`config.mk`:
```
export PLATFORM = sky130hd
export DESIGN_NAME = instruction_fetcher
export DESIGN_NICKNAME = d
export VERILOG_FILES = /design/src/rtl/gpu_pkg.sv /design/src/rtl/instruction_fetcher.sv
export SDC_FILE = /design/constraint.sdc
export NUM_CORES = 1
export LEC_CHECK = 0
export ABC_AREA = 1
export BUFFER_PORTS_ARGS = -buffer_cell sky130_fd_sc_hd__clkbuf_2
export CORE_ASPECT_RATIO = 0.75
export CORE_MARGIN = 4
export CORE_UTILIZATION = 35
export CTS_CLUSTER_SIZE = 10
export DETAILED_ROUTE_END_ITERATION = 8
export PLACE_DENSITY = 0.68
export REMOVE_ABC_BUFFERS = 1
export SYNTH_ARGS = -nofsm -noshare
export SYNTH_HDL_FRONTEND = slang
export SYNTH_SLANG_ARGS = --single-unit
```
`constraint.sdc`:
```
create_clock -name clk -period 1.35 [get_ports clk]
set_input_delay 0.0675 -clock clk [delete_from_list [all_inputs] [get_ports clk]]
set_output_delay 0.0675 -clock clk [all_outputs]
set_load 0.02 [all_outputs]
```
`src/rtl/gpu_pkg.sv`:
```
// Shared encodings for the core scheduler, decoder and instruction fetcher.
// Holds the core-state and fetcher-state encodings and the default
// program-memory address/data widths.
package gpu_pkg;

    localparam int DEFAULT_PROGRAM_MEM_ADDR_BITS = 8;
    localparam int DEFAULT_PROGRAM_MEM_DATA_BITS = 16;

    typedef enum logic [2:0] {
        CORE_IDLE    = 3'b000,
        CORE_FETCH   = 3'b001,
        CORE_DECODE  = 3'b010,
        CORE_REQUEST = 3'b011,
        CORE_WAIT    = 3'b100,
        CORE_EXECUTE = 3'b101,
        CORE_UPDATE  = 3'b110,
        CORE_DONE    = 3'b111
    } core_state_t;

    typedef enum logic [2:0] {
        F_IDLE     = 3'b000,
        F_FETCHING = 3'b001,
        F_FETCHED  = 3'b010
    } fetcher_state_t;

endpackage

```
`src/rtl/instruction_fetcher.sv`:
```
// Per-core instruction fetcher: runs the valid/ready handshake with program
// memory and holds the fetched word on `instruction` until the next fetch.
// Optional feature macro: FETCHER_LAST_PC_CACHE_EN adds a one-entry cache
// that skips the memory request when the same PC is fetched again.
//
// state      | meaning
// -----------+------------------------------------------------------------
// F_IDLE     | no request outstanding; waits for the scheduler's FETCH
// F_FETCHING | request on the bus; address/valid held until ready closes it
// F_FETCHED  | instruction valid and stable; waits for DECODE or IDLE
module instruction_fetcher
    import gpu_pkg::*;
#(
    parameter int PROGRAM_MEM_ADDR_BITS = DEFAULT_PROGRAM_MEM_ADDR_BITS,
    parameter int PROGRAM_MEM_DATA_BITS = DEFAULT_PROGRAM_MEM_DATA_BITS
) (
    input  logic                             clk,
    input  logic                             reset,
    input  logic [2:0]                       core_state,
    input  logic [PROGRAM_MEM_ADDR_BITS-1:0] current_pc,
    output logic                             mem_read_valid,
    output logic [PROGRAM_MEM_ADDR_BITS-1:0] mem_read_address,
    input  logic                             mem_read_ready,
    input  logic [PROGRAM_MEM_DATA_BITS-1:0] mem_read_data,
    output logic [2:0]                       fetcher_state,
    output logic [PROGRAM_MEM_DATA_BITS-1:0] instruction
);

    fetcher_state_t state_q;
    fetcher_state_t state_d;

    logic core_is_fetch;
    logic core_is_decode;
    logic core_is_idle;
    logic cache_hit;

    // Load enables for the registered outputs, produced by the output process.
    logic issue_req;
    logic close_req;
    logic accept_word;

    assign core_is_fetch  = (core_state == CORE_FETCH);
    assign core_is_decode = (core_state == CORE_DECODE);
    assign core_is_idle   = (core_state == CORE_IDLE);

`ifdef FETCHER_LAST_PC_CACHE_EN
    logic [PROGRAM_MEM_ADDR_BITS-1:0] cached_pc;
    logic                             cache_valid;

    assign cache_hit = cache_valid && (current_pc == cached_pc);

    // Tag tracks the PC of the word currently held in the instruction register.
    always_ff @(posedge clk) begin
        if (reset) begin
            cache_valid <= 1'b0;
            cached_pc   <= '0;
        end else if (accept_word) begin
            cache_valid <= 1'b1;
            cached_pc   <= mem_read_address;
        end
    end
`else
    assign cache_hit = 1'b0;
`endif

    // State register.
    always_ff @(posedge clk) begin
        if (reset) begin
            state_q <= F_IDLE;
        end else begin
            state_q <= state_d;
        end
    end

    // Next-state logic.
    always_comb begin
        state_d = state_q;
        case (state_q)
            F_IDLE: begin
                if (core_is_fetch) begin
                    state_d = cache_hit ? F_FETCHED : F_FETCHING;
                end
            end
            F_FETCHING: begin
                // An acknowledge closes the request whether or not the
                // scheduler still wants the word.
                if (mem_read_ready) begin
                    state_d = core_is_fetch ? F_FETCHED : F_IDLE;
                end
            end
            F_FETCHED: begin
                if (core_is_decode || core_is_idle) begin
                    state_d = F_IDLE;
                end
            end
            default: state_d = F_IDLE;
        endcase
    end

    // Output decode: which registered outputs load this cycle.
    always_comb begin
        issue_req   = 1'b0;
        close_req   = 1'b0;
        accept_word = 1'b0;
        case (state_q)
            F_IDLE: begin
                issue_req = core_is_fetch && !cache_hit;
                close_req = !issue_req;
            end
            F_FETCHING: begin
                close_req   = mem_read_ready;
                accept_word = mem_read_ready && core_is_fetch;
            end
            F_FETCHED: begin
                close_req = 1'b1;
            end
            default: close_req = 1'b1;
        endcase
    end

    // Registered outputs; address is latched only when a request is issued.
    always_ff @(posedge clk) begin
        if (reset) begin
            mem_read_valid   <= 1'b0;
            mem_read_address <= '0;
            instruction      <= '0;
        end else begin
            if (issue_req) begin
                mem_read_valid   <= 1'b1;
                mem_read_address <= current_pc;
            end else if (close_req) begin
                mem_read_valid   <= 1'b0;
            end
            if (accept_word) begin
                instruction <= mem_read_data;
            end
        end
    end

    assign fetcher_state = state_q;

endmodule

```
==> results of run 1 <==
## worst min-delay path by stage
stage | start | endpoint | slack, ps | cells past startpoint
3_3_place_gp | reset | mem_read_valid | 280 | 2
4_1_cts | mem_read_data[11] | instruction[11] | 60 | 5
2_1_floorplan | reset | mem_read_valid | 130 | 1
3_5_place_dp | reset | mem_read_valid | 280 | 2
5_1_grt | mem_read_data[11] | instruction[11] | 70 | 5
6_report | mem_read_data[11] | instruction[11] | 70 | 5
## cell usage after synthesis (all sizes together)
cell / instances
nand3: 2
nand2: 49
nor3: 2
buf: 7
o21a: 1
dfxtp: 27
conb: 1
inv: 31
a21oi: 1
nor2: 54
## layout by cell type, fill, tap and decap left out
master | Yosys | routed
sky130_fd_sc_hd__conb_1 | 1 | 1
sky130_fd_sc_hd__clkbuf_1 | 0 | 1
sky130_fd_sc_hd__nand3_2 | 1 | 1
sky130_fd_sc_hd__inv_2 | 4 | 4
sky130_fd_sc_hd__nor2_2 | 8 | 8
sky130_fd_sc_hd__nand3_4 | 1 | 1
sky130_fd_sc_hd__o21a_1 | 1 | 1
sky130_fd_sc_hd__nor2_4 | 1 | 1
sky130_fd_sc_hd__dlygate4sd3_1 | 0 | 1
sky130_fd_sc_hd__buf_12 | 1 | 1
sky130_fd_sc_hd__nor3_1 | 2 | 2
sky130_fd_sc_hd__a21oi_2 | 1 | 1
sky130_fd_sc_hd__inv_1 | 27 | 27
sky130_fd_sc_hd__dfxtp_1 | 27 | 27
sky130_fd_sc_hd__clkbuf_8 | 0 | 3
sky130_fd_sc_hd__nor2_8 | 1 | 1
sky130_fd_sc_hd__clkbuf_2 | 0 | 56
sky130_fd_sc_hd__buf_4 | 1 | 1
sky130_fd_sc_hd__nor2_1 | 44 | 44
sky130_fd_sc_hd__nand2_1 | 49 | 49
## kinds of logic after synthesis
group | after synthesis | synth area share [%]
flip-flops | 27 | 44.5
buffers and inverters | 38 | 15.3
AND/OR/NAND/NOR | 107 | 38.6
AO/OA/AOI/OAI | 2 | 1.34
other | 1 | 0.309
## metrics by stage
| step | std cells | total power, mW | setup WS, ps |
|---|---|---|---|
| floorplan | 168 | 0.947 | -3.35 |
| global placement | 266 | 1.02 | 255 |
| detailed placement | 266 | 1.02 | 224 |
| CTS | 271 | 1.48 | 210 |
| global route | 271 | 1.54 | 98.3 |
| finish | 271 | 1.45 | 204 |
## state kept, by name, indices dropped and copies added, names as in the netlist
name,count
fetcher_state,2
instruction,16
mem_read_address,8
mem_read_valid,1
## final cells by class
class                   count  area, µm²
fillers                   360       1750
inverters                  31        116
multi-input cells         110        488
repair buffers             59        318
clock buffers               4       45.0
well taps                  40       50.0
flip-flops and latches     27        541
## critical path: stages, from the launching register on
cell and delay, ps:
sky130_fd_sc_hd__dfxtp_1 370, sky130_fd_sc_hd__nor2_1 130, sky130_fd_sc_hd__inv_2 70, sky130_fd_sc_hd__nor2_8 280, sky130_fd_sc_hd__nand2_1 80, sky130_fd_sc_hd__nand2_1 70, sky130_fd_sc_hd__nor2_1 40
## power by group through the flow
stage | Combinational [mW] | Sequential (mW) | Clock (mW)
floorplan | 0.0833 | 0.864 | 0
global placement | 0.177 | 0.843 | 0
detailed placement | 0.179 | 0.844 | 0
CTS | 0.181 | 0.826 | 0.471
global route | 0.205 | 0.828 | 0.504
finish | 0.178 | 0.825 | 0.446
## metal layers
layer / vias to the layer above / routed length, µm / share of wire (%) / GRT usage (%)
met5: - / 0 / 0 / 0
met4: 0 / 11 / 0.46 / 1.52
met3: 2 / 197 / 8.3 / 4.26
met2: 31 / 1060 / 45 / 17.7
met1: 450 / 1100 / 47 / 13.7
li1: 606 / - / - / -
==> tab_implementation.tex, run 1 <==
\begin{tabular}{lr}
\hline
Metric & Value \\
\hline
\multicolumn{2}{l}{\textbf{Outcome}} \\
\quad Outcome & completed \\
\multicolumn{2}{l}{\textbf{Routing}} \\
\quad Overall via count from detail\_route & roughly 1100 \\
\quad ANT nets after route & 0 \\
\quad Final routed wirelength across all metal layers & 2370 µm \\
\quad WL/cell & just under 9 µm \\
\quad Number of DRC markers after the initial detailed-route iteration & 60 \\
\quad First drt pass iteration count & 3 \\
\quad Number of remaining DRC errors & 0 \\
\quad Via density per instance & about 4 \\
\multicolumn{2}{l}{\textbf{Power}} \\
\quad Peak VDD IR & roughly 630 µV \\
\quad Portion of total power attributed to combinational logic & between 10\% and 20\% \\
\quad Share of total power consumed by net switching & around 24\% \\
\quad Leakage power & roughly 0.85 nW \\
\quad Int Power & 1.10 mW \\
\quad Flop pwr share & 56.9\% \\
\quad Total net switching power & 0.349 mW \\
\quad Power Dens Cells & slightly above 900 nW/µm² \\
\quad Part of the power in the clock network & a little under a third \\
\multicolumn{2}{l}{\textbf{Setup path}} \\
\quad Worst R2R Path Depth & 6 \\
\quad Setup slack on the worst flop-to-flop path & 200 ps \\
\quad Launching element of the worst setup path & fetcher\_state[0] \\
\quad Reg-to-Reg Start & fetcher\_state[0] \\
\quad Required time reported for the critical path endpoint & 1520 ps \\
\quad Type of origin of the critical path & register \\
\quad Worst setup endpoint & mem\_read\_address[7] \\
\quad Max Fanout on Critical Path & 18 \\
\quad Worst reg2reg path endpoint & mem\_read\_address[7] \\
\quad CP Capture Type & register \\
\quad Crit Path Class & reg2reg \\
\quad Data arrival time of the worst path & 1310 ps \\
\multicolumn{2}{l}{\textbf{Die}} \\
\quad Row cnt & 18 \\
\quad Die Ht & 59.0 µm \\
\quad Die Area & 4480 µm² \\
\quad Core outline area & about 3300 µm² \\
\quad Floorplan die width & approximately 76 µm \\
\quad Number of placed I/O pins & 58 \\
\quad Starting utilization of the core area & between 30 and 40\% \\
\multicolumn{2}{l}{\textbf{Cells and area}} \\
\quad Final std cell area, no fill & roughly 1600 µm² \\
\quad Share of cells above drive strength 1 & 33.8\% \\
\quad \# nets final & $\sim$260 \\
\quad Diodes inserted & 0 \\
\quad Layout overhead on the synthesized area & 28.4\% \\
\quad Fin util & between 40\% and 50\% \\
\multicolumn{2}{l}{\textbf{Placement}} \\
\quad Detailed placer's ending HPWL & between 1500 and 2000 µm \\
\quad Count of input and output buffers & between 50 and 60 \\
\quad Cell area reported after detailed placement & around 1500 µm² \\
\quad GPL Wtd Cong & 0.714 \\
\multicolumn{2}{l}{\textbf{STA}} \\
\quad Max Transition Viols Final & 0 \\
\quad Fmax achieved & between 0.8 and 0.9 GHz \\
\quad Final critical path time including I/O delays and setup & 1150 ps \\
\quad Worst slack on hold paths & approximately 70 ps \\
\quad Setup TNS & 0 ps \\
\quad Post-Route Skew & slightly above 2 ps \\
\quad RSZ-0062 raised after global routing & false \\
\quad Number of setup violations in the final report & 0 \\
\quad Total count of hold-check failures in the final report & 0 \\
\quad Part of the cycle the worst path needs & a little over four fifths \\
\multicolumn{2}{l}{\textbf{Yosys}} \\
\quad Cell types with the largest area share after synthesis & sky130\_fd\_sc\_hd\_\_dfxtp\_1, sky130\_fd\_sc\_hd\_\_nand2\_1, sky130\_fd\_sc\_hd\_\_nor2\_1 \\
\quad Netlist area before placement & between 1000 and 1500 µm² \\
\quad Library cell occupying the most area in the post-synthesis netlist & sky130\_fd\_sc\_hd\_\_dfxtp\_1 \\
\quad Flop and latch count out of synthesis & 27 \\
\quad Mean instance size in the synthesized netlist & 6.94 µm² \\
\quad Post-Synthesis Cells & 175 \\
\quad Count of different cell masters after synthesis & 18 \\
\quad Share of the synthesized area in the top cell type & $\sim$45\% \\
\quad Sequential area share after synthesis & $\sim$45\% \\
\quad Synth warn & 0 \\
\multicolumn{2}{l}{\textbf{Clock tree}} \\
\quad Clock sink count & 27 \\
\quad Number of buffers inserted by post-CTS setup repair & 0 \\
\quad TritonCTS clock tree & done \\
\quad CTS H-tree depth & 1 \\
\quad Reg clk slew, reported paths & roughly 90 ps \\
\quad Insertion delay to the later sink of the worst-skew pair & 260 ps \\
\quad Number of buffers inserted during clock tree synthesis & 3 \\
\quad Clock tree buffer depth & 2 \\
\quad Root cell of the clock tree & sky130\_fd\_sc\_hd\_\_clkbuf\_8 \\
\quad Resized Gates After CTS & 0 \\
\quad Number of hold buffers added after cts & 1 \\
\multicolumn{2}{l}{\textbf{Global routing}} \\
\quad Total global-route track usage & a little over a tenth \\
\quad Via count of the first global-routing pass & 931 \\
\quad Residual overflow from global routing & 0 \\
\quad Initial antenna violation count & 0 \\
\quad Maximum number of pins on one net before global-route repair & 27 \\
\quad First-pass GRT wire length & 4000 µm \\
\multicolumn{2}{l}{\textbf{Hold path}} \\
\quad Worst hold path class & in2reg \\
\multicolumn{2}{l}{\textbf{Job}} \\
\quad Number of max-cap violations & 0 \\
\hline
\end{tabular}
Power figures use the tool's default switching activity.
==> run 2, diff against run 1 <==
Settings changed: PLACE_DENSITY 0.68 to 0.71.
Clock period 1.35 ns to 0.98 ns, I/O delays scaled along.
==> tab_implementation.tex, run 2 (synthesized netlist as in run 1, its figures left out) <==
\begin{tabular}{lr}
\hline
Metric & Value \\
\hline
\multicolumn{2}{l}{\textbf{Setup path}} \\
\quad Worst reg2reg path endpoint & instruction[3] (was mem\_read\_address[7]) \\
\quad CP peak stage delay & 340 ps (was 370 ps) \\
\quad Worst R2R Path Depth & 7 (was 6) \\
\quad Data arrival time of the worst path & 1220 ps (was 1310 ps) \\
\quad Max Fanout on Critical Path & 26 (was 18) \\
\quad Critical Path, Cell by Cell & inv\_2, nand3\_2, nor2\_4, buf\_12, nand2\_1, nand2\_1, nor2\_1 (was nor2\_1, inv\_2, nor2\_8, nand2\_1, nand2\_1, nor2\_1) \\
\quad CP Capture Type & register (unchanged) \\
\quad Reg-to-Reg Start & fetcher\_state[1] (was fetcher\_state[0]) \\
\quad Type of origin of the critical path & register (unchanged) \\
\quad Cell type of the slowest stage on the worst timing path & sky130\_fd\_sc\_hd\_\_dfxtp\_2 (was sky130\_fd\_sc\_hd\_\_dfxtp\_1) \\
\quad Setup slack on the worst flop-to-flop path & -60 ps (was 200 ps) \\
\quad Required time reported for the critical path endpoint & 1160 ps (was 1520 ps) \\
\quad Crit Path Class & reg2reg (unchanged) \\
\quad Cell repeated most along the worst path & sky130\_fd\_sc\_hd\_\_nand2\_1 \\
\multicolumn{2}{l}{\textbf{Die}} \\
\quad Number of placed I/O pins & 58 (unchanged) \\
\quad Floorplan die width & 76.0 µm (unchanged) \\
\quad Core outline area & 3310 µm² (unchanged) \\
\quad Die Area & 4480 µm² (unchanged) \\
\quad Row cnt & 18 (unchanged) \\
\quad Starting utilization of the core area & 36.7\% (unchanged) \\
\quad Die Ht & 59.0 µm (unchanged) \\
\multicolumn{2}{l}{\textbf{Cells and area}} \\
\quad Layout overhead on the synthesized area & 34.0\% (was 28.4\%) \\
\quad \# nets final & 266 (was 262) \\
\quad Flip-flop count of the largest register, all copies and words added & 16 (unchanged) \\
\quad Most common cell after layout, fill and taps aside & sky130\_fd\_sc\_hd\_\_clkbuf\_2 (unchanged) \\
\quad Commonest cells after routing, fill and taps aside & sky130\_fd\_sc\_hd\_\_clkbuf\_2, sky130\_fd\_sc\_hd\_\_nand2\_1, sky130\_fd\_sc\_hd\_\_nor2\_1, sky130\_fd\_sc\_hd\_\_inv\_1, sky130\_fd\_sc\_hd\_\_dfxtp\_1 (unchanged) \\
\quad Diodes inserted & 0 (unchanged) \\
\quad Share of cells above drive strength 1 & 38.3\% (was 33.8\%) \\
\quad Reg with most FFs & instruction (unchanged) \\
\quad Final std cell area, no fill & 1630 µm² (was 1560 µm²) \\
\multicolumn{2}{l}{\textbf{STA}} \\
\quad Fmax achieved & 0.961 GHz (was 0.873 GHz) \\
\quad Setup WS post-layout & -60.1 ps (was 204 ps) \\
\quad Post-Route Skew & 8.80 ps (was 2.05 ps) \\
\quad Number of setup violations in the final report & 24 (was 0) \\
\quad RSZ-0062 raised after global routing & true (was false) \\
\quad Part of the cycle the worst path needs & 106\% (was 84.9\%) \\
\quad Max Transition Viols Final & 0 (unchanged) \\
\quad Total count of hold-check failures in the final report & 0 (unchanged) \\
\quad Final critical path time including I/O delays and setup & 1040 ps (was 1150 ps) \\
\multicolumn{2}{l}{\textbf{Power}} \\
\quad Peak VDD IR & 741 µV (was 628 µV) \\
\quad Total net switching power & 0.502 mW (was 0.349 mW) \\
\quad Share of total power consumed by net switching & 24.7\% (was 24.1\%) \\
\quad Power Dens Cells & 1250 nW/µm² (was 931 nW/µm²) \\
\quad Portion of total power attributed to combinational logic & 13.0\% (was 12.3\%) \\
\quad Flop pwr share & 56.0\% (was 56.9\%) \\
\quad Total power & 2.03 mW (was 1.45 mW) \\
\quad Leakage power & 0.878 nW (was 0.849 nW) \\
\quad Part of the power in the clock network & 31.0\% (was 30.8\%) \\
\quad Int Power & 1.53 mW (was 1.10 mW) \\
\multicolumn{2}{l}{\textbf{Clock tree}} \\
\quad Reg clk slew, reported paths & 100 ps (was 90 ps) \\
\quad Clock tree buffer depth & 2 (unchanged) \\
\quad Clock sink count & 27 (unchanged) \\
\quad CTS H-tree depth & 1 (unchanged) \\
\quad Insertion delay to the later sink of the worst-skew pair & 270 ps (was 260 ps) \\
\quad TritonCTS clock tree & done (unchanged) \\
\quad Root cell of the clock tree & sky130\_fd\_sc\_hd\_\_clkbuf\_8 (unchanged) \\
\quad Number of buffers inserted during clock tree synthesis & 3 (unchanged) \\
\multicolumn{2}{l}{\textbf{Global routing}} \\
\quad Via count of the first global-routing pass & 960 (was 931) \\
\quad Initial antenna violation count & 0 (unchanged) \\
\quad First-pass GRT wire length & 3970 µm (was 4000 µm) \\
\quad Total global-route track usage & 10.7\% (about the same) \\
\quad Maximum number of pins on one net before global-route repair & 27 (unchanged) \\
\quad Residual overflow from global routing & 0 (unchanged) \\
\multicolumn{2}{l}{\textbf{Job}} \\
\quad Number of max-cap violations & 0 (unchanged) \\
\multicolumn{2}{l}{\textbf{Routing}} \\
\quad Overall via count from detail\_route & 1102 (was 1089) \\
\quad Number of remaining DRC errors & 0 (unchanged) \\
\quad WL/cell & 8.65 µm (was 8.76 µm) \\
\quad ANT nets after route & 0 (unchanged) \\
\quad Final routed wirelength across all metal layers & 2380 µm (was 2370 µm) \\
\quad Number of DRC markers after the initial detailed-route iteration & 25 (was 60) \\
\quad First drt pass iteration count & 4 (was 3) \\
\quad Via density per instance & 4.01 (was 4.02) \\
\multicolumn{2}{l}{\textbf{Outcome}} \\
\quad Outcome & finished with violations (was completed) \\
\quad Violations in the final reports & setup timing \\
\multicolumn{2}{l}{\textbf{Placement}} \\
\quad Detailed placer's ending HPWL & 1790 µm (was 1810 µm) \\
\quad GPL Wtd Cong & 0.793 (was 0.714) \\
\quad Cell area reported after detailed placement & 1520 µm² (was 1500 µm²) \\
\quad Count of input and output buffers & 56 (unchanged) \\
\multicolumn{2}{l}{\textbf{Hold path}} \\
\quad Hold-critical path depth & 5 (unchanged) \\
\quad Worst hold path startpoint & current\_pc[3] (was mem\_read\_data[11]) \\
\quad Endpoint of the worst hold path & mem\_read\_address[3] (was instruction[11]) \\
\quad Worst hold path class & in2reg (unchanged) \\
\hline
\end{tabular}
-- run 2: power groups by stage --
stage | sequential, mW | clock (mW) | combinational [mW]
floorplan | 1.19 | 0 | 0.115
global placement | 1.16 | 0 | 0.247
detailed placement | 1.16 | 0 | 0.250
CTS | 1.14 | 0.660 | 0.269
global route | 1.14 | 0.693 | 0.299
finish | 1.14 | 0.629 | 0.265
-- run 2: how the worst max path moves through the flow --
stage	startpoint	end	slack, ps
final	fetcher_state[1]	instruction[3]	-60
after CTS	fetcher_state[1]	instruction[14]	-80
after global placement	fetcher_state[0]	mem_read_address[0]	-100
after global routing	fetcher_state[1]	instruction[15]	-160
after floorplan	fetcher_state[0]	instruction[0]	-370
after detailed placement	fetcher_state[0]	mem_read_address[2]	-130
-- run 2: what timing repair did --
| action | in CTS | in global routing |
|---|---|---|
| setup buffers | 2 | 0 |
| gates resized for setup | 9 | 0 |
| hold buffers | 1 | 0 |
| pin swaps | 1 | 0 |
| endpoints found under the hold margin | 2 | 0 |
| endpoints found under the setup margin | 28 | 27 |
-- run 2: stage by stage --
step	util [%]	instances	hold WS (ps)	setup slack, ps	setup TNS, ps
2_1_floorplan	-	168	111	-373	-7500
3_3_place_gp	45.8	268	262	-103	-1930
3_5_place_dp	45.8	268	260	-125	-2390
4_1_cts	49.1	275	34.8	-75.6	-1280
5_1_grt	49.1	275	53.4	-157	-3420
6_report	49.1	275	39.6	-60.1	-1060
-- run 2: cell type report --
cell class / count / area (µm²)
timing repair buffer: 63 / 368
fill: 367 / 1680
tap: 40 / 50.0
sequential: 27 / 543
inverter: 31 / 116
multi-input combinational: 110 / 500
clock buffer: 3 / 41.3
clock inverter: 1 / 7.51
-- run 2: metal layers --
layer  vias to the layer above  part of all wire [%]  wire, µm  global-route usage (%)
met5                         -                     0         0                       0
met4                         0                  0.97        23                    2.28
met3                         2                   8.8       209                    4.86
met2                        35                    45      1070                    18.2
met1                       451                    45      1080                    12.5
li1                        614                     -         -                       -
-- run 2: critical path, delay by kind of cell, from the launching register on --
family                 cells  cell delay, ps
and+or+nand+nor            5             380
DFF                        1             340
buffers and inverters      2             220
==> run 3, diff against run 2 <==
--- a/config.mk
+++ b/config.mk
@@ -8,3 +8,3 @@
 export ABC_AREA = 1
-export BUFFER_PORTS_ARGS = -buffer_cell sky130_fd_sc_hd__clkbuf_2
+export BUFFER_PORTS_ARGS = -buffer_cell sky130_fd_sc_hd__buf_4
 export CORE_ASPECT_RATIO = 0.75
@@ -14,3 +14,3 @@
 export DETAILED_ROUTE_END_ITERATION = 8
-export PLACE_DENSITY = 0.71
+export PLACE_DENSITY = 0.66
 export REMOVE_ABC_BUFFERS = 1
==> constraint.sdc (replaced) <==
create_clock -name clk -period 0.98 [get_ports clk]
set_input_delay 0.196 -clock clk [delete_from_list [all_inputs] [get_ports clk]]
set_output_delay 0.196 -clock clk [all_outputs]
set_load 0.02 [all_outputs]
==> tab_implementation.tex, run 3 (synthesized netlist as in run 1, its figures left out) <==
\begin{tabular}{lr}
\hline
Metric & Value \\
\hline
\multicolumn{2}{l}{\textbf{Clock tree}} \\
\quad Root cell of the clock tree & sky130\_fd\_sc\_hd\_\_clkbuf\_8 (unchanged) \\
\quad TritonCTS clock tree & done (unchanged) \\
\quad Reg clk slew, reported paths & 90 ps (was 100 ps) \\
\quad Number of buffers inserted during clock tree synthesis & 3 (unchanged) \\
\quad Clock sink count & 27 (unchanged) \\
\quad Insertion delay to the later sink of the worst-skew pair & 270 ps (about the same) \\
\quad CTS H-tree depth & 1 (unchanged) \\
\quad Clock tree buffer depth & 2 (unchanged) \\
\quad Number of hold buffers added after cts & 0 (was 1) \\
\multicolumn{2}{l}{\textbf{STA}} \\
\quad RSZ-0062 raised after global routing & true (unchanged) \\
\quad Setup WS post-layout & -97.2 ps (was -60.1 ps) \\
\quad Post-Route Skew & 6.15 ps (was 8.80 ps) \\
\quad Max Transition Viols Final & 0 (unchanged) \\
\quad Final critical path time including I/O delays and setup & 1080 ps (was 1040 ps) \\
\quad Number of setup violations in the final report & 29 (was 24) \\
\quad Fmax achieved & 0.928 GHz (was 0.961 GHz) \\
\quad Total count of hold-check failures in the final report & 0 (unchanged) \\
\quad Part of the cycle the worst path needs & 110\% (was 106\%) \\
\quad Worst slack on hold paths & 88.4 ps (was 39.6 ps) \\
\quad Setup TNS & -1890 ps (was -1060 ps) \\
\multicolumn{2}{l}{\textbf{Routing}} \\
\quad WL/cell & 9.39 µm (was 8.65 µm) \\
\quad Overall via count from detail\_route & 1176 (was 1102) \\
\quad First drt pass iteration count & 2 (was 4) \\
\quad ANT nets after route & 0 (unchanged) \\
\quad Via density per instance & 4.08 (was 4.01) \\
\quad Final routed wirelength across all metal layers & 2710 µm (was 2380 µm) \\
\quad Number of DRC markers after the initial detailed-route iteration & 40 (was 25) \\
\quad Number of remaining DRC errors & 0 (unchanged) \\
\multicolumn{2}{l}{\textbf{Power}} \\
\quad Total power & 2.11 mW (was 2.03 mW) \\
\quad Peak VDD IR & 791 µV (was 741 µV) \\
\quad Power Dens Cells & 1100 nW/µm² (was 1250 nW/µm²) \\
\quad Leakage power & 1.01 nW (was 0.878 nW) \\
\multicolumn{2}{l}{\textbf{Cells and area}} \\
\quad \# nets final & 279 (was 266) \\
\quad Flip-flop count of the largest register, all copies and words added & 16 (unchanged) \\
\quad Final std cell area, no fill & 1930 µm² (was 1630 µm²) \\
\quad Non-filler cells in the finished layout & 288 (was 275) \\
\quad Most common cell after layout, fill and taps aside & sky130\_fd\_sc\_hd\_\_buf\_4 (was sky130\_fd\_sc\_hd\_\_clkbuf\_2) \\
\quad Fin util & 58.2\% (was 49.1\%) \\
\quad Layout overhead on the synthesized area & 58.9\% (was 34.0\%) \\
\quad Diodes inserted & 0 (unchanged) \\
\quad Reg with most FFs & instruction (unchanged) \\
\quad Commonest cells after routing, fill and taps aside & sky130\_fd\_sc\_hd\_\_buf\_4, sky130\_fd\_sc\_hd\_\_nand2\_1, sky130\_fd\_sc\_hd\_\_nor2\_1, sky130\_fd\_sc\_hd\_\_inv\_1, sky130\_fd\_sc\_hd\_\_dfxtp\_2 (was sky130\_fd\_sc\_hd\_\_clkbuf\_2, sky130\_fd\_sc\_hd\_\_nand2\_1, sky130\_fd\_sc\_hd\_\_nor2\_1, sky130\_fd\_sc\_hd\_\_inv\_1, sky130\_fd\_sc\_hd\_\_dfxtp\_1) \\
\quad Share of cells above drive strength 1 & 50.0\% (was 38.3\%) \\
\multicolumn{2}{l}{\textbf{Hold path}} \\
\quad Endpoint of the worst hold path & mem\_read\_valid (was mem\_read\_address[3]) \\
\quad Worst hold path class & in2reg (unchanged) \\
\quad Worst hold path startpoint & reset (was current\_pc[3]) \\
\quad Hold-critical path depth & 2 (was 5) \\
\multicolumn{2}{l}{\textbf{Setup path}} \\
\quad Crit Path Class & reg2reg (unchanged) \\
\quad Data arrival time of the worst path & 1240 ps (was 1220 ps) \\
\quad Cell type of the slowest stage on the worst timing path & sky130\_fd\_sc\_hd\_\_dfxtp\_2 (unchanged) \\
\quad Required time reported for the critical path endpoint & 1150 ps (was 1160 ps) \\
\quad Family with the most delay on the worst path & simple AND/OR/NAND/NOR gates (unchanged) \\
\quad Worst reg2reg path endpoint & mem\_read\_address[7] (was instruction[3]) \\
\quad Worst R2R Path Depth & 7 (unchanged) \\
\quad Buf/Inv on CP & 2 (unchanged) \\
\quad Critical Path, Cell by Cell & nor2\_1, inv\_2, nor2\_4, buf\_12, nand2\_1, nand2\_1, nor2\_1 (was inv\_2, nand3\_2, nor2\_4, buf\_12, nand2\_1, nand2\_1, nor2\_1) \\
\quad CP Capture Type & register (unchanged) \\
\quad Max Fanout on Critical Path & 6 (was 26) \\
\quad Setup slack on the worst flop-to-flop path & -100 ps (was -60 ps) \\
\quad CP peak stage delay & 340 ps (about the same) \\
\quad Type of origin of the critical path & register (unchanged) \\
\quad Reg-to-Reg Start & fetcher\_state[1] (unchanged) \\
\multicolumn{2}{l}{\textbf{Die}} \\
\quad Core outline area & 3310 µm² (unchanged) \\
\quad Die Area & 4480 µm² (unchanged) \\
\quad Die Ht & 59.0 µm (unchanged) \\
\quad Floorplan die width & 76.0 µm (unchanged) \\
\quad Number of placed I/O pins & 58 (unchanged) \\
\quad Row cnt & 18 (unchanged) \\
\quad Starting utilization of the core area & 36.7\% (unchanged) \\
\multicolumn{2}{l}{\textbf{Placement}} \\
\quad Detailed placer's ending HPWL & 1980 µm (was 1790 µm) \\
\quad Cell area reported after detailed placement & 1740 µm² (was 1520 µm²) \\
\quad Count of input and output buffers & 56 (unchanged) \\
\quad DP Cell Count & 275 (was 268) \\
\quad Worst slack after detailed placement & -176 ps (was -125 ps) \\
\quad GPL Wtd Cong & 0.725 (was 0.793) \\
\multicolumn{2}{l}{\textbf{Global routing}} \\
\quad Global routing's busiest layer & met2 (unchanged) \\
\quad Met2 layer usage reported by global route & 20.9\% (was 18.2\%) \\
\quad Maximum number of pins on one net before global-route repair & 27 (unchanged) \\
\quad Via count of the first global-routing pass & 1012 (was 960) \\
\quad First-pass GRT wire length & 4510 µm (was 3970 µm) \\
\quad Global Route met3 Usage & 6.08\% (was 4.86\%) \\
\quad Total global-route track usage & 12.3\% (was 10.7\%) \\
\quad Met1 capacity usage during global routing & 14.5\% (was 12.5\%) \\
\quad Residual overflow from global routing & 0 (unchanged) \\
\quad Initial antenna violation count & 0 (unchanged) \\
\multicolumn{2}{l}{\textbf{Job}} \\
\quad Number of max-cap violations & 0 (unchanged) \\
\multicolumn{2}{l}{\textbf{Outcome}} \\
\quad Violations in the final reports & setup timing (unchanged) \\
\quad Outcome & finished with violations (unchanged) \\
\hline
\end{tabular}
## run 3: per-layer routing
metal	up-vias	wire length, µm
li1	637	-
met3	2	252
met2	32	1280
met5	-	0
met4	0	8
met1	505	1170
## run 3: report_power, final
group	internal [mW]	switching, mW	total (mW)
Clock	0.284	0.330	0.614
Combinational	0.201	0.162	0.363
Sequential	1.12	0.0143	1.14
## run 3: layout make-up
cell class / count / area, µm²
inverter: 31 / 116
tap: 40 / 50.0
timing repair buffer: 75 / 636
sequential: 27 / 568
fill: 339 / 1380
multi-input combinational: 111 / 512
clock inverter: 1 / 5.00
clock buffer: 3 / 41.3
## run 3: what timing repair did
action	4_1_cts	5_1_grt
buffers inserted	3	5
cloned	1	0
hold endpoints to repair	0	0
pin swaps	2	0
endpoints found under the setup margin	34	51
gates resized for setup	15	18
## run 3: worst max-delay path by stage
stage                     startpoint             endpoint  slack, ps  depth (start not counted)
finish              fetcher_state[1]  mem_read_address[7]       -100                          7
global route        fetcher_state[1]       instruction[6]       -180                          7
CTS                 fetcher_state[0]     fetcher_state[0]       -100                          2
detailed placement  fetcher_state[0]  mem_read_address[3]       -180                          6
global placement    fetcher_state[0]  mem_read_address[4]       -120                          6
floorplan           fetcher_state[0]       instruction[0]       -370                          5
## run 3: worst reg2reg max path: cells and delay by family (launching register included)
kind                   cells  cell delay, ps
and+or+nand+nor            5             410
DFF                        1             340
buffers and inverters      2             230
